`config.mk`:
```
export PLATFORM = sky130hd
export DESIGN_NAME = ram_access_sequencer
export DESIGN_NICKNAME = d
export VERILOG_FILES = /design/src/rtl/ram_seq_pkg.sv /design/src/rtl/bit_addr_map.sv /design/src/rtl/ram_access_sequencer.sv
export SDC_FILE = /design/constraint.sdc
export NUM_CORES = 1
export LEC_CHECK = 0
export CAP_MARGIN = 0
export CORE_MARGIN = 5
export CORE_UTILIZATION = 38
export DETAILED_ROUTE_END_ITERATION = 10
export PLACE_DENSITY = 0.75
export SETUP_SLACK_MARGIN = 0.05
export SYNTH_ARGS = -nofsm -noshare
export SYNTH_HDL_FRONTEND = slang
export SYNTH_SLANG_ARGS = --single-unit
```
`constraint.sdc`:
```
create_clock -name clock_i -period 1.6 [get_ports clock_i]
set_input_delay 0.16 -clock clock_i [delete_from_list [all_inputs] [get_ports clock_i]]
set_output_delay 0.16 -clock clock_i [all_outputs]
set_load 0.03 [all_outputs]
```
`src/rtl/ram_seq_pkg.sv`:
```
// Shared constants, FSM encoding and register-bank address helper for the RAM access sequencer.
package ram_seq_pkg;

  localparam logic [1:0] MODE_DIRECT   = 2'd0;
  localparam logic [1:0] MODE_INDIRECT = 2'd1;
  localparam logic [1:0] MODE_REGISTER = 2'd2;
  localparam logic [1:0] MODE_BIT      = 2'd3;

  localparam logic [7:0] BIT_AREA_BASE = 8'h20;
  localparam logic [7:0] SFR_BIT_MASK  = 8'hF8;

  typedef enum logic [2:0] {
    ST_IDLE      = 3'd0,
    ST_PTR_RD    = 3'd1,
    ST_PTR_WAIT  = 3'd2,
    ST_ACCESS    = 3'd3,
    ST_DATA_WAIT = 3'd4,
    ST_RESP      = 3'd5
  } state_t;

  // Rn and the @Ri pointers live in the 8-byte bank selected by PSW.RS.
  function automatic logic [7:0] reg_addr(input logic [1:0] rs, input logic [2:0] idx);
    return {3'b000, rs, idx};
  endfunction

endpackage

```
`src/rtl/bit_addr_map.sv`:
```
// Maps an 8051 bit address to the RAM byte holding it and the bit selector the RAM expects.
module bit_addr_map
  import ram_seq_pkg::*;
(
  input  logic [7:0] bit_i,
  output logic [7:0] byte_addr_o,
  output logic [7:0] bit_addr_o
);

  // Low half addresses the 0x20..0x2F bit area; high half addresses bit-capable SFRs.
  always_comb begin
    if (!bit_i[7]) begin
      byte_addr_o = BIT_AREA_BASE + {3'b000, bit_i[7:3]};
      bit_addr_o  = bit_i;
    end else begin
      byte_addr_o = bit_i & SFR_BIT_MASK;
      bit_addr_o  = {5'b00000, bit_i[2:0]};
    end
  end

endmodule

```
`src/rtl/ram_access_sequencer.sv`:
```
// Turns one execute-stage operand request into memory_ram rd/wr pulses and returns the result
// over a valid/ready response channel; one request in flight at a time.
module ram_access_sequencer
  import ram_seq_pkg::*;
#(
  parameter int ADDR_W = 8,
  parameter int DATA_W = 8
) (
  input  logic              clock_i,
  input  logic              reset_i,
  input  logic              req_valid_i,
  output logic              req_ready_o,
  input  logic [1:0]        req_mode_i,
  input  logic              req_write_i,
  input  logic [7:0]        req_addr_i,
  input  logic [DATA_W-1:0] req_wdata_i,
  input  logic              req_wbit_i,
  input  logic [1:0]        psw_rs_i,
  output logic [ADDR_W-1:0] ram_addr_o,
  output logic              ram_rd_o,
  output logic              ram_wr_o,
  output logic [DATA_W-1:0] ram_wdata_o,
  output logic              ram_wbit_o,
  output logic [7:0]        ram_bit_addr_o,
  output logic              ram_is_bit_o,
  output logic              ram_indirect_o,
  input  logic [DATA_W-1:0] ram_rdata_i,
  input  logic              ram_rbit_i,
  output logic              rsp_valid_o,
  input  logic              rsp_ready_i,
  output logic [DATA_W-1:0] rsp_data_o,
  output logic              rsp_bit_o
);

  state_t            state_q;
  logic [1:0]        mode_q;
  logic              write_q;
  logic [ADDR_W-1:0] ram_addr_q;
  logic              ram_rd_q;
  logic              ram_wr_q;
  logic [DATA_W-1:0] ram_wdata_q;
  logic              ram_wbit_q;
  logic [7:0]        ram_bit_addr_q;
  logic              ram_is_bit_q;
  logic              ram_indirect_q;
  logic              rsp_valid_q;
  logic [DATA_W-1:0] rsp_data_q;
  logic              rsp_bit_q;

  logic [7:0] bit_byte_addr;
  logic [7:0] bit_sel_addr;
  logic [7:0] res_addr;
  logic [7:0] res_bit_addr;

  bit_addr_map u_bit_addr_map (
    .bit_i       (req_addr_i),
    .byte_addr_o (bit_byte_addr),
    .bit_addr_o  (bit_sel_addr)
  );

  // Resolved from the live request so the first pulse can issue the cycle after acceptance.
  always_comb begin
    res_addr     = req_addr_i;
    res_bit_addr = 8'h00;
    case (req_mode_i)
      MODE_DIRECT:   res_addr = req_addr_i;
      MODE_REGISTER: res_addr = reg_addr(psw_rs_i, req_addr_i[2:0]);
      MODE_INDIRECT: res_addr = reg_addr(psw_rs_i, {2'b00, req_addr_i[0]});
      MODE_BIT: begin
        res_addr     = bit_byte_addr;
        res_bit_addr = bit_sel_addr;
      end
      default: res_addr = req_addr_i;
    endcase
  end

  always_ff @(posedge clock_i) begin
    if (reset_i) begin
      state_q        <= ST_IDLE;
      mode_q         <= MODE_DIRECT;
      write_q        <= 1'b0;
      ram_addr_q     <= '0;
      ram_rd_q       <= 1'b0;
      ram_wr_q       <= 1'b0;
      ram_wdata_q    <= '0;
      ram_wbit_q     <= 1'b0;
      ram_bit_addr_q <= 8'h00;
      ram_is_bit_q   <= 1'b0;
      ram_indirect_q <= 1'b0;
      rsp_valid_q    <= 1'b0;
      rsp_data_q     <= '0;
      rsp_bit_q      <= 1'b0;
    end else begin
      ram_rd_q       <= 1'b0;
      ram_wr_q       <= 1'b0;
      ram_is_bit_q   <= 1'b0;
      ram_indirect_q <= 1'b0;
      case (state_q)
        ST_IDLE: begin
          if (req_valid_i) begin
            mode_q         <= req_mode_i;
            write_q        <= req_write_i;
            ram_addr_q     <= res_addr;
            ram_bit_addr_q <= res_bit_addr;
            ram_wdata_q    <= req_wdata_i;
            ram_wbit_q     <= req_wbit_i;
            if (req_mode_i == MODE_INDIRECT) begin
              ram_rd_q <= 1'b1;
              state_q  <= ST_PTR_RD;
            end else begin
              ram_rd_q     <= !req_write_i;
              ram_wr_q     <= req_write_i;
              ram_is_bit_q <= (req_mode_i == MODE_BIT);
              state_q      <= ST_ACCESS;
            end
          end
        end
        ST_PTR_RD: state_q <= ST_PTR_WAIT;
        ST_PTR_WAIT: begin
          // The address register doubles as the pointer register for the access pulse.
          ram_addr_q     <= ram_rdata_i;
          ram_indirect_q <= 1'b1;
          ram_rd_q       <= !write_q;
          ram_wr_q       <= write_q;
          state_q        <= ST_ACCESS;
        end
        ST_ACCESS: begin
          if (write_q) begin
            rsp_valid_q <= 1'b1;
            rsp_data_q  <= '0;
            rsp_bit_q   <= 1'b0;
            state_q     <= ST_RESP;
          end else begin
            state_q <= ST_DATA_WAIT;
          end
        end
        ST_DATA_WAIT: begin
          rsp_valid_q <= 1'b1;
          if (mode_q == MODE_BIT) begin
            rsp_data_q <= '0;
            rsp_bit_q  <= ram_rbit_i;
          end else begin
            rsp_data_q <= ram_rdata_i;
            rsp_bit_q  <= 1'b0;
          end
          state_q <= ST_RESP;
        end
        ST_RESP: begin
          if (rsp_ready_i) begin
            rsp_valid_q <= 1'b0;
            state_q     <= ST_IDLE;
          end
        end
        default: state_q <= ST_IDLE;
      endcase
    end
  end

  assign req_ready_o    = (state_q == ST_IDLE);
  assign ram_addr_o     = ram_addr_q;
  assign ram_rd_o       = ram_rd_q;
  assign ram_wr_o       = ram_wr_q;
  assign ram_wdata_o    = ram_wdata_q;
  assign ram_wbit_o     = ram_wbit_q;
  assign ram_bit_addr_o = ram_bit_addr_q;
  assign ram_is_bit_o   = ram_is_bit_q;
  assign ram_indirect_o = ram_indirect_q;
  assign rsp_valid_o    = rsp_valid_q;
  assign rsp_data_o     = rsp_data_q;
  assign rsp_bit_o      = rsp_bit_q;

endmodule

```
Word level (Yosys, flattened, before mapping)
Index checks and enable logic that the tools add are counted.
Widths: inputs -> output; s select.

word-level totals
  output and inout port bits = 40
  logic and storage cells = 69
  bits of input ports = 35
  register bits after elaboration = 45

operators by class
  bitwise operators = 2
  equality and inequality tests = 12
  reduce and logical (&&, ||, !) cells = 13
  $add $sub $neg = 1
  multiplexer cells = 27

operators with widths
  kind                 number
  $mux 8               5
  $pmux 8 s2           2
  $pmux 8 s4           1
  $pmux 3 s6           1
  $mux 1               10
  $reduce_and 2->1     4
  $add 6x5->7 const A  1
  $mux 7               1
  $eq 2x2->1 const B   3
  $eq 3x2->1 const B   2
  $eq 3x3->1 const B   2
  $mux 3               2
  $ne 2x2->1 const B   3
  $pmux 1 s2           3
  $reduce_bool 2->1    2
  $reduce_or 4->1      1
  $eq 3x1->1 const B   1
  $logic_not 3->1      1
  $pmux 1 s3           1
  $reduce_and 3->1     1
  $reduce_bool 3->1    1
  $eq 2x1->1 const B   1
  $logic_not 1->1      2
  $logic_not 2->1      1
  other kinds (2)      3

Longest topological paths before layout
  depth in word-level cells = 5
  mapped depth = 6
  mapped depth without buffers = 4

Modules after synthesis
Synthesis repeated with hierarchy kept, for this count alone.

unflattened totals
  cells, all modules = 220
  area, all modules = 2042.0 µm²

modules (own cells, without submodules)
  module                cells each  instances  sequential area each (µm²)  area each (µm²)
  ram_access_sequencer  203         1          900.9                       1906.8
  bit_addr_map          17          1          0.0                         135.1

Worst setup path after synthesis
OpenSTA, ideal clock, no wires.

  path kind = flip-flop to flip-flop
  start = register state_q[1]
  end = register ram_bit_addr_q[3], in the netlist ram_bit_addr_o[3]
  required time = 1472 ps
  clock period less this slack = 1503 ps
  setup slack = 97 ps
  stages on the path, launching flop included = 6
  arrival time = 1376 ps
  path buffers = 2
  library setup time = 128 ps
  cell sequence = dfxtp_1 or4b_1 buf_2 buf_2 a22oi_1 nor2_1

between the ends
  cells in the longest elaborated chain, start to end = 2

ends and longest elaborated chain
  element                     RTL line                     text
  start: declaration          ram_access_sequencer.sv:35   state_t state_q;
  start signal: assignment    ram_access_sequencer.sv:79   state_q <= ST_IDLE;
  start signal: assignment    ram_access_sequencer.sv:109  state_q <= ST_PTR_RD;
  start signal: assignment    ram_access_sequencer.sv:114  state_q <= ST_ACCESS;
  $logic_not 3->1             ram_access_sequencer.sv:98   case (state_q)
  $reduce_and 2->1 (no line)  n/a
  end signal: assignment      ram_access_sequencer.sv:104  ram_bit_addr_q <= res_bit_addr;
  end: declaration            ram_access_sequencer.sv:43   logic [7:0] ram_bit_addr_q;

No other way between the ends.
A chain may end at the register's enable or synchronous reset.

Worst setup path after layout
  start = register state_q[2]
  end = register ram_rd_q, in the netlist ram_rd_o

between the ends
  cells in the longest elaborated chain, start to end = 2
  elaborated cells between the ends (all ways) = 3

ends and longest elaborated chain
  element                                               RTL line                     text
  $eq 3x2->1 / $logic_not 3->1 (equally long branches)  ram_access_sequencer.sv:98
  $pmux 1 s2 *                                          ram_access_sequencer.sv:98
  end signal: assignment                                ram_access_sequencer.sv:111  ram_rd_q <= !req_write_i;
  end signal: assignment                                ram_access_sequencer.sv:123  ram_rd_q <= !write_q;
  end: declaration                                      ram_access_sequencer.sv:39   logic ram_rd_q;

Every way passes the cells marked *; elsewhere a longest branch is shown, timed or not.

==> flow_metrics.py <==
metrics = {
    "route": {
        "drc": 0,
        "ant_nets": 0,
        "num_vias": 1850,
        "wirelength_um": 5180,
        "wl_per_cell_um": 14.6,
        "initialDrtViolationCount": 97,
        "first_pass_iters": 4,
        "vias_per_cell": 5.21,
    },
    "global_route": {
        "grt_pass1_vias": 1730,
        "grt_max_degree": 29,
        "overflow": 0,
        "grt_usage": 0.168,
        "antenna_found_initial": 0,
        "grt_pass1_wl_um": 8470,
    },
    "timing": {
        "rsz0062_at_grt": "yes",
        "skew_ps": 7.17,
        "finalSetupViolCount": 0,
        "fin_crit_sh": 0.962,
        "period_minus_slack_ps": 1540,
        "fmax_ghz": 0.650,
        "finalHoldViolCount": 0,
        "slew_violations": 0,
    },
    "cts": {
        "cts_max_level": 2,
        "clock_latency_ps": 290,
        "cts_sinks": 44,
        "numCtsBuffers": 5,
        "clock_path_buffers": 2,
        "cts_hold_buf": 0,
        "clk_pin_slew_ps": 80,
        "root_buffer": "clkbuf_8",
        "cts_tree": "done",
    },
    "worst_setup_path": {
        "r2r_start": "state_q[2]",
        "arrival_ps": 1720,
        "reg2reg_depth": 5,
        "cp_common_cell": "a21oi_1",
        "cp-start-kind": "register",
        "cp_max_fo": 6,
        "cp_num_buf_inv": 1,
        "path_cells": "or4b_4, buf_6, a21oi_1, a21oi_1, nor4_1",
        "cp_data_required_time_ps": 1780,
        "r2r-end": "ram_rd_o",
        "cp_top_family": "simple AND/OR/NAND/NOR gates",
        "reg2reg_slack_ps": 60,
        "slowest_stage": "or4b_4",
        "cp-end-kind": "register",
        "path_class": "register to register",
        "max_stage_delay_ps": 560,
    },
    "logic_synthesis": {
        "synth.distinct_cells": 38,
        "avgSynthCellArea_um2": 8.57,
        "syn_nets": 249,
        "synthArstFlopShare": 0,
        "synth_xor_area_frac": 0,
        "ys.warnings.count": 0,
        "synth_top_area_share": 0.481,
        "ys_seq_elements": 44,
        "ys.flop_type": "dfxtp_1",
        "yosysTopAreaCell": "dfxtp_1",
        "synth.area.mux_share": 0.0218,
        "synth-simple-area-share": 0.210,
        "synth_top_family_by_area": "compound AO/OA/AOI/OAI gates",
        "synth-compound-area-share": 0.231,
        "syn-instance-count": 214,
        "syn_area_mm2": 0.00183,
        "synthTopCellsByArea": "dfxtp_1 (48%), a21oi_1 (6.6%), nand2_1 (6.6%), a22oi_1 (6.1%), nor2_1 (4.3%)",
        "yosys.area_share.adder": 0,
        "ys_seq_area_frac": 0.481,
        "synth_edf_count": 0,
    },
    "floorplanning": {
        "dieArea_mm2": 0.00631,
        "io_pins": 75,
        "die_h_um": 79.5,
        "core_area_mm2": 0.00469,
        "die_x_um": 79.5,
        "start_util": 0.391,
        "fp-row-count": 25,
    },
    "cells_and_area": {
        "drive_above_1_share": 0.153,
        "n_antenna_cell": 0,
        "final_cell_mix": "clkdlybuf4s50_1 (72), dfxtp_1 (41), nand2_1 (32)",
        "fin_cells": 355,
        "area_delta_synth_final_pct": 59.0,
        "nFillCells": 414,
        "design_area_mm2": 0.00292,
        "final_nets": 335,
        "layout_commonest_cell": "clkdlybuf4s50_1",
    },
    "hold_path": {
        "hold_path_depth": 3,
        "min-delay-path-class": "primary input to register",
        "min_from": "req_wdata_i[1]",
        "holdPathEnd": "ram_wdata_o[1]",
    },
    "flow_run": {
        "cap_violations": 0,
    },
    "power_and_ir_drop": {
        "power.leakage_nw": 1.07,
        "cellPowerDensity_mw_per_mm2": 1020,
        "finalPower_w": 0.00297,
        "ir_drop_mv": 0.454,
    },
    "place": {
        "hpwl_um": 3740,
        "gp_congestion": 0.830,
        "dp_cells": 343,
        "placed_area_mm2": 0.00271,
        "io_buffers": 73,
    },
    "status": {
        "outcome": "finished, final reports clean",
    },
}
[stage by stage]
step           hold slack [ps]  utilization  TNS [ps]  setup WS [ps]
2_1_floorplan              276            -         0           96.9
3_3_place_gp               439        0.578     -2300           -132
3_5_place_dp               447        0.578     -2680           -172
4_1_cts                    407        0.615         0           50.6
5_1_grt                    405        0.621     -51.1          -21.7
6_report                   410        0.621         0           60.5
[kinds of logic after synthesis]
| family | after synthesis |
|---|---|
| DFF | 44 |
| AOI/OAI and AO/OA | 62 |
| other | 1 |
| buffers and inverters | 23 |
| and+or+nand+nor | 80 |
| muxes | 4 |
[tightest hold or removal path, delay by kind of cell]
| family | cells | cell delay, ps |
|---|---|---|
| AOI/OAI and AO/OA | 1 | 50 |
| buffers and inverters | 1 | 400 |
| and+or+nand+nor | 1 | 50 |
[area by class of cell]
class,instances,area [um2],share of cell area
timing repair buffer,98,931,0.319
sequential,44,890,0.305
multi-input combinational,147,886,0.304
clock buffer,7,96.3,0.0330
tap,54,67.6,0.0232
clock inverter,1,30.0,0.0103
inverter,4,15.0,0.00515
[flip-flops by register name, summed over array words and instances, names as in the netlist]
signal,count
ram_wdata_o,8
ram_addr_o,8
mode_q,2
rsp_valid_o,1
ram_indirect_o,1
ram_wr_o,1
ram_wbit_o,1
ram_is_bit_o,1
state_q,3
rsp_bit_o,1
ram_bit_addr_o,7
rsp_data_o,8
ram_rd_o,1
write_q,1
[power breakdown]
| group | switching, W | total, W | leakage [nW] | internal [W] |
|---|---|---|---|---|
| Clock | 0.000363 | 0.000914 | 0.0645 | 0.000551 |
| Sequential | 0.0000502 | 0.00123 | 0.360 | 0.00118 |
| Combinational | 0.000437 | 0.000831 | 0.650 | 0.000394 |
[timing repair]
item / CTS / global route
pin swaps: 3 / 4
cloned: 1 / 0
buffers inserted: 3 / 0
endpoints found under the hold margin: 0 / 0
resized for setup: 9 / 8
setup endpoints to repair: 15 / 25
[Yosys cell counts (2+ instances only)]
master and instances:
nand3_1 4, inv_1 4, nor3_1 5, nor2b_1 3, a22oi_1 15, mux2i_1 4, a222oi_1 3, nand2_1 32
buf_1 2, buf_2 9, clkbuf_1 7, a211oi_1 4, o21ai_0 3, nor4_1 3, o211ai_1 2, nor2_1 21
a21oi_1 24, dfxtp_1 44, a32oi_1 2, nand2b_1 2, nor3b_1 3, and2_1 2
[how the worst max path moves through the flow]
stage                 from                end  slack (ps)  cells after the start
3_3_place_gp   req_valid_i  ram_bit_addr_o[5]        -130                      6
4_1_cts         state_q[2]  ram_bit_addr_o[5]          50                      5
3_5_place_dp   req_valid_i  ram_bit_addr_o[5]        -170                      6
6_report        state_q[2]           ram_rd_o          60                      5
5_1_grt         state_q[2]  ram_bit_addr_o[3]         -20                      5
2_1_floorplan   state_q[1]  ram_bit_addr_o[3]         100                      5
[routing by layer]
layer,share of wire,vias to the layer above,GRT usage
met1,0.42,855,0.214
met3,0.071,6,0.0485
li1,-,929,-
met2,0.50,60,0.274
met4,0.012,0,0.0533
met5,0,-,0
Note: power is estimated with default switching activity, not from simulation.
==> patch: new RTL, config.mk and constraints unchanged <==
Re-encode `state_t` (6 states) as one-hot, 6 bits wide.
--- a/src/rtl/ram_seq_pkg.sv
+++ b/src/rtl/ram_seq_pkg.sv
@@ -10,11 +10,11 @@
   localparam logic [7:0] SFR_BIT_MASK  = 8'hF8;
 
-  typedef enum logic [2:0] {
-    ST_IDLE      = 3'd0,
-    ST_PTR_RD    = 3'd1,
-    ST_PTR_WAIT  = 3'd2,
-    ST_ACCESS    = 3'd3,
-    ST_DATA_WAIT = 3'd4,
-    ST_RESP      = 3'd5
+  typedef enum logic [5:0] {
+    ST_IDLE      = 6'b000001,
+    ST_PTR_RD    = 6'b000010,
+    ST_PTR_WAIT  = 6'b000100,
+    ST_ACCESS    = 6'b001000,
+    ST_DATA_WAIT = 6'b010000,
+    ST_RESP      = 6'b100000
   } state_t;
 
Check against the original RTL: no difference found for any inputs over 10 cycles, from zero or initial values and one cycle with reset_i high; not proved beyond that.
==> patch against the original RTL <==
  * Final area is 5.5% higher
  * Area after synthesis is 8.0% higher
  * Final cell count is 10% higher
  * Routed wire length is 9.3% higher
  * Sequential cell count is 3 higher
  * Global-route usage is 0.66 points higher
  * Power is 26% higher
  * Die area is 7.0% higher
  * Non-clock buffer count is 2 higher
  * Worst setup slack worse by 38 ps
  * Critical endpoint is now req_ready_o
  * Largest cell class is now multi-input combinational cells
==> patch: results (changes against the original RTL) <==
[synth]
yosys-top-cells-count=dfxtp_1, nand2_1, a21oi_1, nor2_1, nand3_1  ; was dfxtp_1, nand2_1, a21oi_1, nor2_1, a22oi_1
synth_cell_types=42  ; was 38
async_flop_share_pct=0  ; unchanged
synth_area_leaders=dfxtp_1, nand2_1, a21oi_1, a22o_1, nor2_1  ; was dfxtp_1, a21oi_1, nand2_1, a22oi_1, nor2_1
syn-num-nets=262  ; was 249
synthFlopType=dfxtp_1  ; unchanged
ys_seq_area_share_pct=47.5  ; was 48.1%
yosysWarnings=0  ; unchanged
synth_top_area_share_pct=47.5  ; was 48.1%

[cts]
cts.root.buffer_cell=clkbuf_8  ; unchanged
worstSkewPairLatency_ps=300
cts-buffers-inserted=5  ; unchanged
h-tree-depth=2  ; unchanged
clock-sinks=47  ; was 44
cts.path.max_buffers=2  ; unchanged
clk_pin_slew_ps=90

[global_route]
track_usage_pct=17.5  ; was 16.8%
grt_pass1_vias=1910  ; was 1730
grt_antenna_before_repair=0  ; unchanged
grt_first_pass_wirelength_microns=9140  ; was 8470 microns
grt_max_degree=25  ; was 29

[critical_path]
endpoint=req_ready_o  ; was ram_rd_o
reg2reg_slack_ps=50
path_max_fanout=5  ; was 6
critical-path-top-delay-family=simple AND/OR/NAND/NOR gates  ; unchanged
cpMaxStageDelayCell=dfxtp_2  ; was or4b_4
reg2reg_depth=5  ; unchanged
r2r-end=state_q[0]  ; was ram_rd_o
max_stage_delay_ps=360  ; was 560 ps
critPathArrivalTime_ps=1420  ; was 1720 ps
crit_start=state_q[1]  ; was state_q[2]

[detailed_routing]
met1_length_microns=2540  ; was 2170 microns
via_per_inst=5.10  ; was 5.21
drt_iter0_drc=93  ; was 97
route.met2.wl_microns=2690  ; was 2570 microns
wl_microns=5660  ; was 5180 microns
dr.pass1.iters=4  ; unchanged
routed.top_layer=met4  ; unchanged
routed-wl-met3_microns=391  ; was 369 microns

[worst_hold_path]
hp-class=input pin to register  ; unchanged

[place]
placed_cell_area_sq_mm=0.00291  ; was 0.00271 sq mm
io_buffers=73  ; unchanged
dp_hpwl_microns=4260  ; was 3740 microns
finalWeightedCongestion=0.859  ; was 0.830

[final_layout]
nets=355  ; was 335
antenna_cells=0  ; unchanged
fillers=476  ; was 414
drive_above_1_share_pct=16.5  ; was 15.3%

[run_status]
status=completed  ; unchanged

[pwr]
p_leak_nw=1.25  ; was 1.07 nW
ir_drop_mv=0.568  ; was 0.454 mV

[timing]
skew_ps=11.2  ; was 7.17 ps
relSlewSlack_pct=66.9
holdWs_ps=403  ; was 410 ps

## patch: what timing repair did
| item | 4_1_cts | 5_1_grt |
|---|---|---|
| endpoints found under the setup margin | 31 | 42 |
| gates resized for setup | 4 | 17 |
| setup buffers | 1 | 1 |
| hold buffers | 0 | 0 |
| pin swaps | 1 | 1 |
## patch: worst min path at each step
stage                       from                 to  cells after the start
2_1_floorplan     ram_rdata_i[0]      rsp_data_o[0]                      1
3_3_place_gp   ram_bit_addr_o[2]  ram_bit_addr_o[2]                      2
3_5_place_dp          ram_wbit_o         ram_wbit_o                      2
4_1_cts           req_wdata_i[3]     ram_wdata_o[3]                      3
5_1_grt           req_wdata_i[3]     ram_wdata_o[3]                      3
6_report          req_wdata_i[3]     ram_wdata_o[3]                      3
## patch: metal layers
| metal | vias to the layer above | global-route usage (%) |
|---|---|---|
| met5 | - | 0 |
| met4 | 0 | 3.49 |
| met3 | 4 | 5.21 |
| met2 | 55 | 28.7 |
| met1 | 940 | 22.8 |
| li1 | 996 | - |
## patch: worst register-to-register path, stage by stage, from the launching register on
cell	delay, ps
dfxtp_2	360
nor4b_4	320
buf_4	180
nand2b_1	50
a311o_1	390
a21boi_1	140
## patch: layout make-up
cell class                 instances  area [sq um]  area share [%]
inverter                           4          15.0           0.488
clock buffer                       5          68.8            2.24
sequential                        47           946            30.7
clock inverter                     3          23.8           0.773
tap                               70          87.6            2.85
timing repair buffer             100           963            31.3
multi-input combinational        162           972            31.6
## patch: metrics by stage
step,setup WS [ps],std cells,TNS [ps],power (mW)
finish,22.8,391,0,3.76
global route,-77.9,391,-573,4.00
CTS,16.5,390,0,3.75
detailed placement,-43.7,381,-173,2.95
global placement,-29.2,381,-34.5,2.93
floorplan,138,227,0,2.33
## patch: report_power, final
group / leakage [nW] / internal [mW] / switching (mW) / total (mW)
clock network: 0.0408 / 0.313 / 0.413 / 0.726
logic: 0.827 / 0.735 / 0.853 / 1.59
registers: 0.384 / 1.33 / 0.110 / 1.44
## patch: kinds of logic (layout without fill, tap and decap cells)
group	count (synthesis)	after routing	synth area share, %
other	1	1	0.189
buffers and inverters	18	112	5.12
AO/OA/AOI/OAI	58	58	20.4
multiplexers	4	4	2.09
flip-flops	47	47	47.5
AND/OR/NAND/NOR	99	99	24.7
